### config.mk
export PLATFORM = sky130hd
export DESIGN_NAME = mem_port_arbiter
export DESIGN_NICKNAME = d
export VERILOG_FILES = /design/src/rtl/mem_arb_pkg.sv /design/src/rtl/mem_arb_inflight.sv /design/src/rtl/mem_port_arbiter.sv
export SDC_FILE = /design/constraint.sdc
export NUM_CORES = 1
export LEC_CHECK = 0
export ABC_AREA = 1
export BUFFER_PORTS_ARGS = -buffer_cell sky130_fd_sc_hd__clkbuf_2
export CAP_MARGIN = 30
export CORE_ASPECT_RATIO = 0.75
export CORE_UTILIZATION = 34
export DETAILED_ROUTE_END_ITERATION = 12
export PLACE_DENSITY = 0.85
export SYNTH_ARGS = -nofsm -noshare
export SYNTH_HDL_FRONTEND = slang
export SYNTH_SLANG_ARGS = --single-unit
### constraint.sdc
create_clock -name clk -period 2.87 [get_ports clk]
set_clock_uncertainty 0.2 [all_clocks]
set_input_delay 0.287 -clock clk [delete_from_list [all_inputs] [get_ports clk]]
set_output_delay 0.287 -clock clk [all_outputs]
set_load 0.01 [all_outputs]
### src/rtl/mem_arb_pkg.sv
// Shared types and default constants for the single-port memory arbiter.
// Tags mark what each in-flight memory access belongs to.
package mem_arb_pkg;

    typedef enum logic [1:0] {
        TAG_NONE = 2'd0,
        TAG_IF   = 2'd1,
        TAG_DM   = 2'd2
    } tag_t;

    localparam int DEF_ADDR_W     = 10;
    localparam int DEF_MEM_LAT    = 2;
    localparam int DEF_STARVE_MAX = 4;
    localparam int DATA_W         = 32;

    // A redirect kills fetches only; data accesses must still complete.
    function automatic tag_t squash_tag(input tag_t t, input logic squash);
        return (squash && t == TAG_IF) ? TAG_NONE : t;
    endfunction

endpackage

### src/rtl/mem_arb_inflight.sv
// Tag delay line: one slot per memory latency cycle, oldest slot drives rvalid.
// A squash rewrites every fetch tag in flight (and any entering) to NONE.
module mem_arb_inflight
    import mem_arb_pkg::*;
#(
    parameter int DEPTH = DEF_MEM_LAT
) (
    input  logic clk,
    input  logic rst_n,
    input  tag_t tag_in,
    input  logic squash,
    output tag_t tag_out,
    output logic busy
);

    tag_t pipe [DEPTH];

    always_ff @(posedge clk or negedge rst_n) begin
        if (!rst_n) begin
            for (int i = 0; i < DEPTH; i++) begin
                pipe[i] <= TAG_NONE;
            end
        end else begin
            pipe[0] <= squash_tag(tag_in, squash);
            for (int i = 1; i < DEPTH; i++) begin
                pipe[i] <= squash_tag(pipe[i-1], squash);
            end
        end
    end

    always_comb begin
        busy = 1'b0;
        for (int i = 0; i < DEPTH; i++) begin
            if (pipe[i] != TAG_NONE) begin
                busy = 1'b1;
            end
        end
    end

    assign tag_out = pipe[DEPTH-1];

endmodule

### src/rtl/mem_port_arbiter.sv
// Arbitrates fetch and MEM-stage accesses onto one pipelined memory port,
// with data priority, fetch anti-starvation and flush squashing of fetches.
module mem_port_arbiter
    import mem_arb_pkg::*;
#(
    parameter int ADDR_W     = DEF_ADDR_W,
    parameter int MEM_LAT    = DEF_MEM_LAT,
    parameter int STARVE_MAX = DEF_STARVE_MAX,
    localparam int CNT_W     = $clog2(STARVE_MAX + 1)
) (
    input  logic              clk,
    input  logic              rst_n,
    input  logic              if_req,
    input  logic [ADDR_W-1:0] if_addr,
    output logic              if_gnt,
    output logic              if_rvalid,
    input  logic              dm_req,
    input  logic              dm_we,
    input  logic [ADDR_W-1:0] dm_addr,
    input  logic [DATA_W-1:0] dm_wdata,
    output logic              dm_gnt,
    output logic              dm_rvalid,
    input  logic              flush,
    output logic              mem_en,
    output logic              mem_we,
    output logic [ADDR_W-1:0] mem_addr,
    output logic [DATA_W-1:0] mem_wdata,
    output logic [CNT_W-1:0]  starve_cnt,
    output logic              inflight_busy
);

    if (MEM_LAT < 1 || MEM_LAT > 4) begin : g_bad_lat
        $error("mem_port_arbiter: MEM_LAT must be 1..4");
    end

    // Handshake: a requester holds req (and its address/data) until it sees
    // gnt in the same cycle; gnt is the transfer, there is no back-pressure
    // on the response side, so rvalid is a one-cycle pulse MEM_LAT later.
    logic starve_hit;
    logic if_win;
    tag_t tag_in;
    tag_t tag_out;

    assign starve_hit = (starve_cnt == CNT_W'(STARVE_MAX));

    always_comb begin
        if_win = rst_n && if_req && !flush && (!dm_req || starve_hit);
        if_gnt = if_win;
        dm_gnt = rst_n && dm_req && !if_win;
    end

    always_comb begin
        mem_en    = if_gnt | dm_gnt;
        mem_we    = dm_gnt & dm_we;
        mem_addr  = '0;
        mem_wdata = '0;
        tag_in    = TAG_NONE;
        if (dm_gnt) begin
            mem_addr  = dm_addr;
            mem_wdata = dm_wdata;
            tag_in    = TAG_DM;
        end else if (if_gnt) begin
            mem_addr  = if_addr;
            tag_in    = TAG_IF;
        end
    end

    always_ff @(posedge clk or negedge rst_n) begin
        if (!rst_n) begin
            starve_cnt <= '0;
        end else if (!if_req || if_gnt || flush) begin
            starve_cnt <= '0;
        end else if (!starve_hit) begin
            starve_cnt <= starve_cnt + CNT_W'(1);
        end
    end

    mem_arb_inflight #(
        .DEPTH (MEM_LAT)
    ) u_inflight (
        .clk     (clk),
        .rst_n   (rst_n),
        .tag_in  (tag_in),
        .squash  (flush),
        .tag_out (tag_out),
        .busy    (inflight_busy)
    );

    // A fetch emerging during a flush is already dead, so it is masked here too.
    always_comb begin
        if_rvalid = rst_n && (tag_out == TAG_IF) && !flush;
        dm_rvalid = rst_n && (tag_out == TAG_DM);
    end

endmodule

==> metrics.csv, run 1 <==
stage,metric,value,unit
clocking,clk sinks,7,
yosys,Seq cells post-synth,7,
setup_path,crit path launch type,input pin,
drt,final antenna-violating net count,0,
placed_design,Final GP Congestion,0.741,
cells_and_area,final std cells w/o fill,292,
sta,Least-Margin Pin Slew,0.395,ns
global_route,vias in the first global route,844,
clocking,"Reg clk slew, reported paths",0.05,ns
setup_path,"Largest delay share family, worst path",simple AND/OR/NAND/NOR gates,
sta,final setup vio count,0,
die,Core ar.,2350,um^2
worst_hold_path,worst hold stages,2,
die,chip width,60.0,um
setup_path,Levels on crit path,8,
setup_path,CP endpoint kind,primary output,
yosys,"Seq/Total Area, Yosys",20.4,%
yosys,top area cells in the synthesized netlist,"inv_1, dfrtp_1, nor2_1",
drt,DRC Markers,0,
setup_path,Buf/Inv on CP,3,
status,status,"complete, no violations",
worst_hold_path,Hold WC Path Type,in2reg,
yosys,Post-Synth Simple-Gate Area,45.0,%
sta,Setup TNS Final,0,ns
clocking,CTS tree,done,
placed_design,Placed Instance Area,1380,um^2
power_and_ir_drop,Lkg Pwr,1.06,nW
sta,period utilization,92.5,%
drt,Pre-Repair DR Iteration Count,4,
setup_path,Max stage delay on crit path,0.52,ns
clocking,clock root cell,clkbuf_4,
setup_path,critical path arrival,2.17,ns
yosys,Syn Area/Cell,5.65,um^2
sta,Max-slew headroom,73.6,%
clocking,Post-CTS Setup Bufs,0,
drt,Iter 0 DRT Violations,82,
global_route,pin count of the biggest net entering global routing,36,
sta,Final min period,2.66,ns
power_and_ir_drop,PD cells,240,nW/um^2
sta,count of final hold-check violations,0,
global_route,initial antenna violation count,0,
sta,RSZ-0062 raised after global routing,no,
yosys,Mapped Nets,212,
global_route,total grt overflow,0,
clocking,clock buffer depth,2,
yosys,Mapped Cells,152,
drt,via count,1194,
clocking,H-tree depth,1,
yosys,main combinational cell family by area after synthesis,simple AND/OR/NAND/NOR gates,
sta,max-slew violation count,0,
yosys,largest area contributor in the netlist,inv_1,
flow_run,Max-cap violations,0,
die,DIE AREA,2730,um^2
cells_and_area,share of cells above drive strength 1,49.2,%
placed_design,number of I/O port buffers,109,
clocking,CTS buffer count,3,
drt,vias per cell,4.09,
die,io pins,110,
yosys,compound-cell area share of the yosys netlist,1.75,%
global_route,first-pass GRT wire length,3.36,mm
sta,FMAX,0.376,GHz
die,Die Y,45.5,um
yosys,mux contribution to synthesized area,0,%
yosys,adder-cell share of the synthesized area,2.92,%
setup_path,crit path max fanout,35,
die,row count,15,
yosys,number of distinct library cells after synthesis,22,
setup_path,worst reg2reg path depth,7,
drt,WL/cell,8.27,um
placed_design,Cells after DPL,287,
yosys,Post-Synth XOR/XNOR Area,1.02,%
clocking,number of gates resized after CTS,0,
cells_and_area,"final std cell area, no fill",1420,um^2
yosys,Yosys Warn Count,0,
cells_and_area,Area Growth Syn to Fin,65.3,%
drt,Total Wirelength,2.41,mm
cells_and_area,antenna diode count,0,
setup_path,CP Data Required Time,2.38,ns
global_route,Total GRT Usage,15.8,%
yosys,post-synth top area share,20.6,%
yosys,Mapped Area,858,um^2
setup_path,Setup CP Type,in2out,
setup_path,worst-path cell chain,"dlygate4sd3_1, clkbuf_2, nand2_1, nor2_4, nand2_4, nand2_4, nor2_1, clkbuf_2",
setup_path,slowest stage cell on the critical path,dlygate4sd3_1,
cells_and_area,Layout Nets,319,
clocking,worst-skew pair later-pin latency,0.25,ns
placed_design,Post-DP HPWL,2.05,mm
die,Starting Density,36.6,%
power_and_ir_drop,Peak VDD IR,0.000106,V
setup_path,reg2reg setup slack,1.00,ns
[state kept, by name (all words and copies together), names as in the netlist]
name / cells
starve_cnt: 3
u_inflight.pipe: 2
u_inflight.tag_out: 2
[path summary, 6_finish.rpt]
kind                                                   end                          from
setup / recovery                              mem_wdata[3]                         rst_n
hold / removal             u_inflight.tag_out[0]$_DFF_PN0_                         flush
setup reg to reg              u_inflight.pipe[3]$_DFF_PN0_     starve_cnt[0]$_DFFE_PN0P_
hold reg to reg            u_inflight.tag_out[1]$_DFF_PN0_  u_inflight.pipe[3]$_DFF_PN0_
max in group asynchronous        starve_cnt[0]$_DFFE_PN0P_                         rst_n
min in group asynchronous  u_inflight.tag_out[1]$_DFF_PN0_                         rst_n
[cells in the final DEF (no fill, tap or decap)]
master and count:
clkbuf_2 109, nor4_1 1, nand4_1 1, xor2_1 1
nand2_4 2, inv_1 47, nor2_2 8, clkbuf_1 1
ha_1 2, a21oi_1 2, inv_2 2, nor2_1 30
dfrtp_1 7, nand2_2 2, clkbuf_4 3, dlygate4sd3_1 1
nor2_4 1, o21ai_0 1, nor3_1 1, nand3_1 20
nand2_1 16
[what timing repair did]
action	CTS	global route
hold buffers	1	0
setup endpoints to repair	0	0
hold endpoints to repair	7	0
[cells by family (layout without fill, tap and decap cells)]
logic type	count (synthesis)	in the layout
flip-flops	7	7
adder cells (fa/ha/maj)	2	2
AND/OR/NAND/NOR	82	82
buffers and inverters	57	163
XOR/XNOR	1	1
AO/OA/AOI/OAI	3	3
[through the flow]
step | hold slack, ns | power, mW | util, % | setup slack, ns
finish | 0.0892 | 0.341 | 60.5 | 0.214
global route | 0.108 | 0.368 | 60.5 | 0.0133
CTS | 0.0872 | 0.345 | 60.5 | 0.191
detailed placement | -0.0509 | 0.253 | 58.9 | 0.640
global placement | -0.0496 | 0.252 | 58.9 | 0.715
floorplan | -0.209 | 0.184 | - | 1.05
[power breakdown]
part	switching, mW	internal, mW	total (mW)
Sequential	0.00238	0.102	0.105
Clock	0.0359	0.0530	0.0889
Combinational	0.0802	0.0669	0.147
Total	0.118	0.222	0.341
[per-layer routing]
metal	wire [um]	track usage, %
met1	1020	20.8
met2	1180	25.8
met3	207	5.97
met4	0	1.40
met5	0	0
[final cells by class]
type                            count  area [um^2]
Timing Repair Buffer              110          556
Tap cell                           34         42.5
Multi-Input combinational cell     88          435
Fill cell                         233          927
Clock buffer                        4         26.3
Inverter                           49          184
Sequential cell                     7          175
[cells in the mapped netlist]
master / number
inv_1: 47
nor2_1: 30
nand3_1: 20
nand2_1: 16
nor2_2: 8
dfrtp_1: 7
buf_2: 3
a21oi_1: 2
buf_6: 2
ha_1: 2
inv_2: 2
nand2_2: 2
nand2_4: 2
buf_4: 1
buf_8: 1
clkbuf_1: 1
nand4_1: 1
nor2_4: 1
nor3_1: 1
nor4_1: 1
o21ai_0: 1
xor2_1: 1
No activity file was read; power rests on OpenSTA's default activity.
==> run 2, diff against run 1 <==
--- a/config.mk
+++ b/config.mk
@@ -11,7 +11,8 @@
 export CORE_ASPECT_RATIO = 0.75
 export CORE_UTILIZATION = 34
 export DETAILED_ROUTE_END_ITERATION = 12
-export PLACE_DENSITY = 0.85
+export PLACE_DENSITY = 0.95
+export SETUP_SLACK_MARGIN = 0.3
 export SYNTH_ARGS = -nofsm -noshare
 export SYNTH_HDL_FRONTEND = slang
 export SYNTH_SLANG_ARGS = --single-unit
==> run 2 against run 1 <==
  * Critical path depth unchanged
  * Fmax increased by 12%
  * Largest cell class unchanged
  * Die area unchanged
  * Critical path type is now reg2out
  * Largest power group unchanged
  * Via count increased by 1.8%
  * Final area increased by 1.2%
  * Combinational power increased by 3%
  * Register-to-register slack improved by 0.13 ns
  * Utilization increased by 0.75 points
  * Cell count unchanged
  * Non-clock buffer count unchanged
  * Routed wire length increased by 3.2%
  * Clock power about the same
==> metrics.csv, run 2 (same netlist as run 1, synthesis figures left out) <==
stage,metric,value,unit,change
drt,Iter 0 DRT Violations,95,,+16%
placed_design,Post-DP HPWL,2.11,mm,+3.3%
clocking,Post-CTS Setup Bufs,0,,unchanged
drt,vias per cell,4.16,,+1.8%
sta,Max-slew headroom,69.9,%,-3.8 points
placed_design,dpl ws,0.628,ns,-0.0124 ns
die,chip width,60.0,um,unchanged
sta,Setup TNS Final,0,ns,unchanged
power_and_ir_drop,Lkg Pwr,1.05,nW,-0.45%
flow_run,Max-cap violations,0,,unchanged
setup_path,Max stage delay on crit path,0.37,ns,-0.15 ns
cells_and_area,antenna diode count,0,,unchanged
setup_path,Setup CP Type,reg2out,,
clocking,CTS tree,done,,
sta,worst hold slack,0.0964,ns,+0.00721 ns
setup_path,worst reg2reg path depth,7,,unchanged
global_route,Total GRT Usage,18.0,%,+2.2 points
cells_and_area,"Most flops, register",starve_cnt,,
cells_and_area,max reg flops,3,,unchanged
setup_path,worst-path cell chain,"inv_1, ha_1, nand2_2, nand2_2, nand2_8, nand2_8, nor2_1, clkbuf_2",,
sta,count of final hold-check violations,0,,unchanged
placed_design,Final GP Congestion,0.768,,+3.6%
drt,Pre-Repair DR Iteration Count,4,,unchanged
die,DIE AREA,2730,um^2,unchanged
drt,DRC Markers,0,,unchanged
setup_path,CP startpoint,starve_cnt[0]$_DFFE_PN0P_,,
sta,final setup vio count,0,,unchanged
setup_path,crit path max fanout,35,,unchanged
setup_path,CP Data Required Time,2.38,ns,about the same
placed_design,number of I/O port buffers,109,,unchanged
sta,max-slew violation count,0,,unchanged
status,status,"complete, no violations",,
clocking,"Reg clk slew, reported paths",0.05,ns,about the same
setup_path,worst r2r dst,u_inflight.pipe[3]$_DFF_PN0_,,
worst_hold_path,Hold WC Path Type,in2reg,,
sta,FMAX,0.421,GHz,+12%
power_and_ir_drop,total power,0.345,mW,+1.2%
cells_and_area,# fillers,241,,+3.4%
power_and_ir_drop,Peak VDD IR,0.000108,V,+2.2%
cells_and_area,share of cells above drive strength 1,49.2,%,unchanged
setup_path,crit path launch type,flip-flop,,
power_and_ir_drop,PD cells,240,nW/um^2,about the same
global_route,total grt overflow,0,,unchanged
drt,via count,1215,,+1.8%
clocking,clock buffer depth,2,,unchanged
cells_and_area,Area Growth Syn to Fin,67.3,%,
global_route,pin count of the biggest net entering global routing,36,,unchanged
drt,WL/cell,8.53,um,+3.2%
drt,Total Wirelength,2.49,mm,+3.2%
clocking,worst-skew pair later-pin latency,0.25,ns,about the same
clocking,H-tree depth,1,,unchanged
die,io pins,110,,unchanged
setup_path,Reg-to-Reg Start,starve_cnt[0]$_DFFE_PN0P_,,
global_route,first-pass GRT wire length,3.73,mm,+11%
die,Core ar.,2350,um^2,unchanged
clocking,clk sinks,7,,unchanged
global_route,vias in the first global route,940,,+11%
cells_and_area,"most common cell after layout, fill and taps aside",clkbuf_2,,
setup_path,slowest stage cell on the critical path,dfrtp_1,,
setup_path,critical path arrival,1.89,ns,-0.28 ns
cells_and_area,Layout Nets,319,,unchanged
setup_path,reg2reg setup slack,1.13,ns,+0.13 ns
sta,Final min period,2.38,ns,-0.278 ns
clocking,clock root cell,clkbuf_4,,
sta,period utilization,82.9,%,-9.7 points
setup_path,crit path to,mem_wdata[17],,
global_route,initial antenna violation count,0,,unchanged
setup_path,CP endpoint kind,primary output,,
die,Starting Density,36.6,%,unchanged
die,row count,15,,unchanged
drt,final antenna-violating net count,0,,unchanged
sta,Least-Margin Pin Slew,0.452,ns,+0.0562 ns
cells_and_area,most frequent cells in the layout,"clkbuf_2, inv_1, nor2_1",,
sta,RSZ-0062 raised after global routing,no,,
sta,Final WS setup,0.492,ns,+0.278 ns
clocking,CTS buffer count,3,,unchanged
die,Die Y,45.5,um,unchanged
[run 2: critical path, delay by kind of cell, from the launching register on]
| family | cells | cell delay (ns) |
|---|---|---|
| adder cells (fa/ha/maj) | 1 | 0.23 |
| AND/OR/NAND/NOR | 5 | 0.80 |
| flip-flops | 1 | 0.37 |
| buffers and inverters | 2 | 0.24 |
[run 2: worst min-delay path by stage]
stage,end,slack [ns],startpoint,depth (start not counted)
after floorplan,starve_cnt[0]$_DFFE_PN0P_,-0.21,rst_n,0
after global placement,u_inflight.tag_out[0]$_DFF_PN0_,-0.05,rst_n,1
after detailed placement,u_inflight.tag_out[0]$_DFF_PN0_,-0.05,rst_n,1
after CTS,u_inflight.tag_out[0]$_DFF_PN0_,0.09,flush,2
after global routing,u_inflight.tag_out[0]$_DFF_PN0_,0.09,flush,2
final,u_inflight.tag_out[0]$_DFF_PN0_,0.1,flush,2
[run 2: power by group]
group	switching, mW	internal, mW
clock network	0.0357	0.0530
logic	0.0833	0.0680
registers	0.00228	0.102
total	0.121	0.224
[run 2: layout make-up]
type	count	area, um^2	share of cell area, %
flip-flops and latches	7	175	12.2
inverters	49	184	12.8
multi-input cells	88	453	31.5
clock buffers	4	26.3	1.83
repair buffers	110	556	38.7
well taps	34	42.5	2.96
[run 2: stage by stage]
step           std cells  utilization, %  area, um^2
3_5_place_dp         287            58.9        1380
5_1_grt              292            61.2        1440
4_1_cts              292            60.5        1420
3_3_place_gp         287            58.9        1380
6_report             292            61.2        1440
2_1_floorplan        152               -         858
[run 2: what timing repair did]
| action | in CTS | in global routing |
|---|---|---|
| setup endpoints to repair | 0 | 34 |
| endpoints found under the hold margin | 7 | 0 |
| hold buffers | 1 | 0 |
| gates resized for setup | 0 | 2 |
[run 2: layer usage]
| metal | vias up | part of all wire (%) | global-route usage, % |
|---|---|---|---|
| met5 | - | 0 | 0 |
| met4 | 0 | 0.28 | 4.19 |
| met3 | 3 | 7.0 | 4.55 |
| met2 | 55 | 54 | 33.1 |
| met1 | 516 | 39 | 21.1 |
| li1 | 641 | - | - |
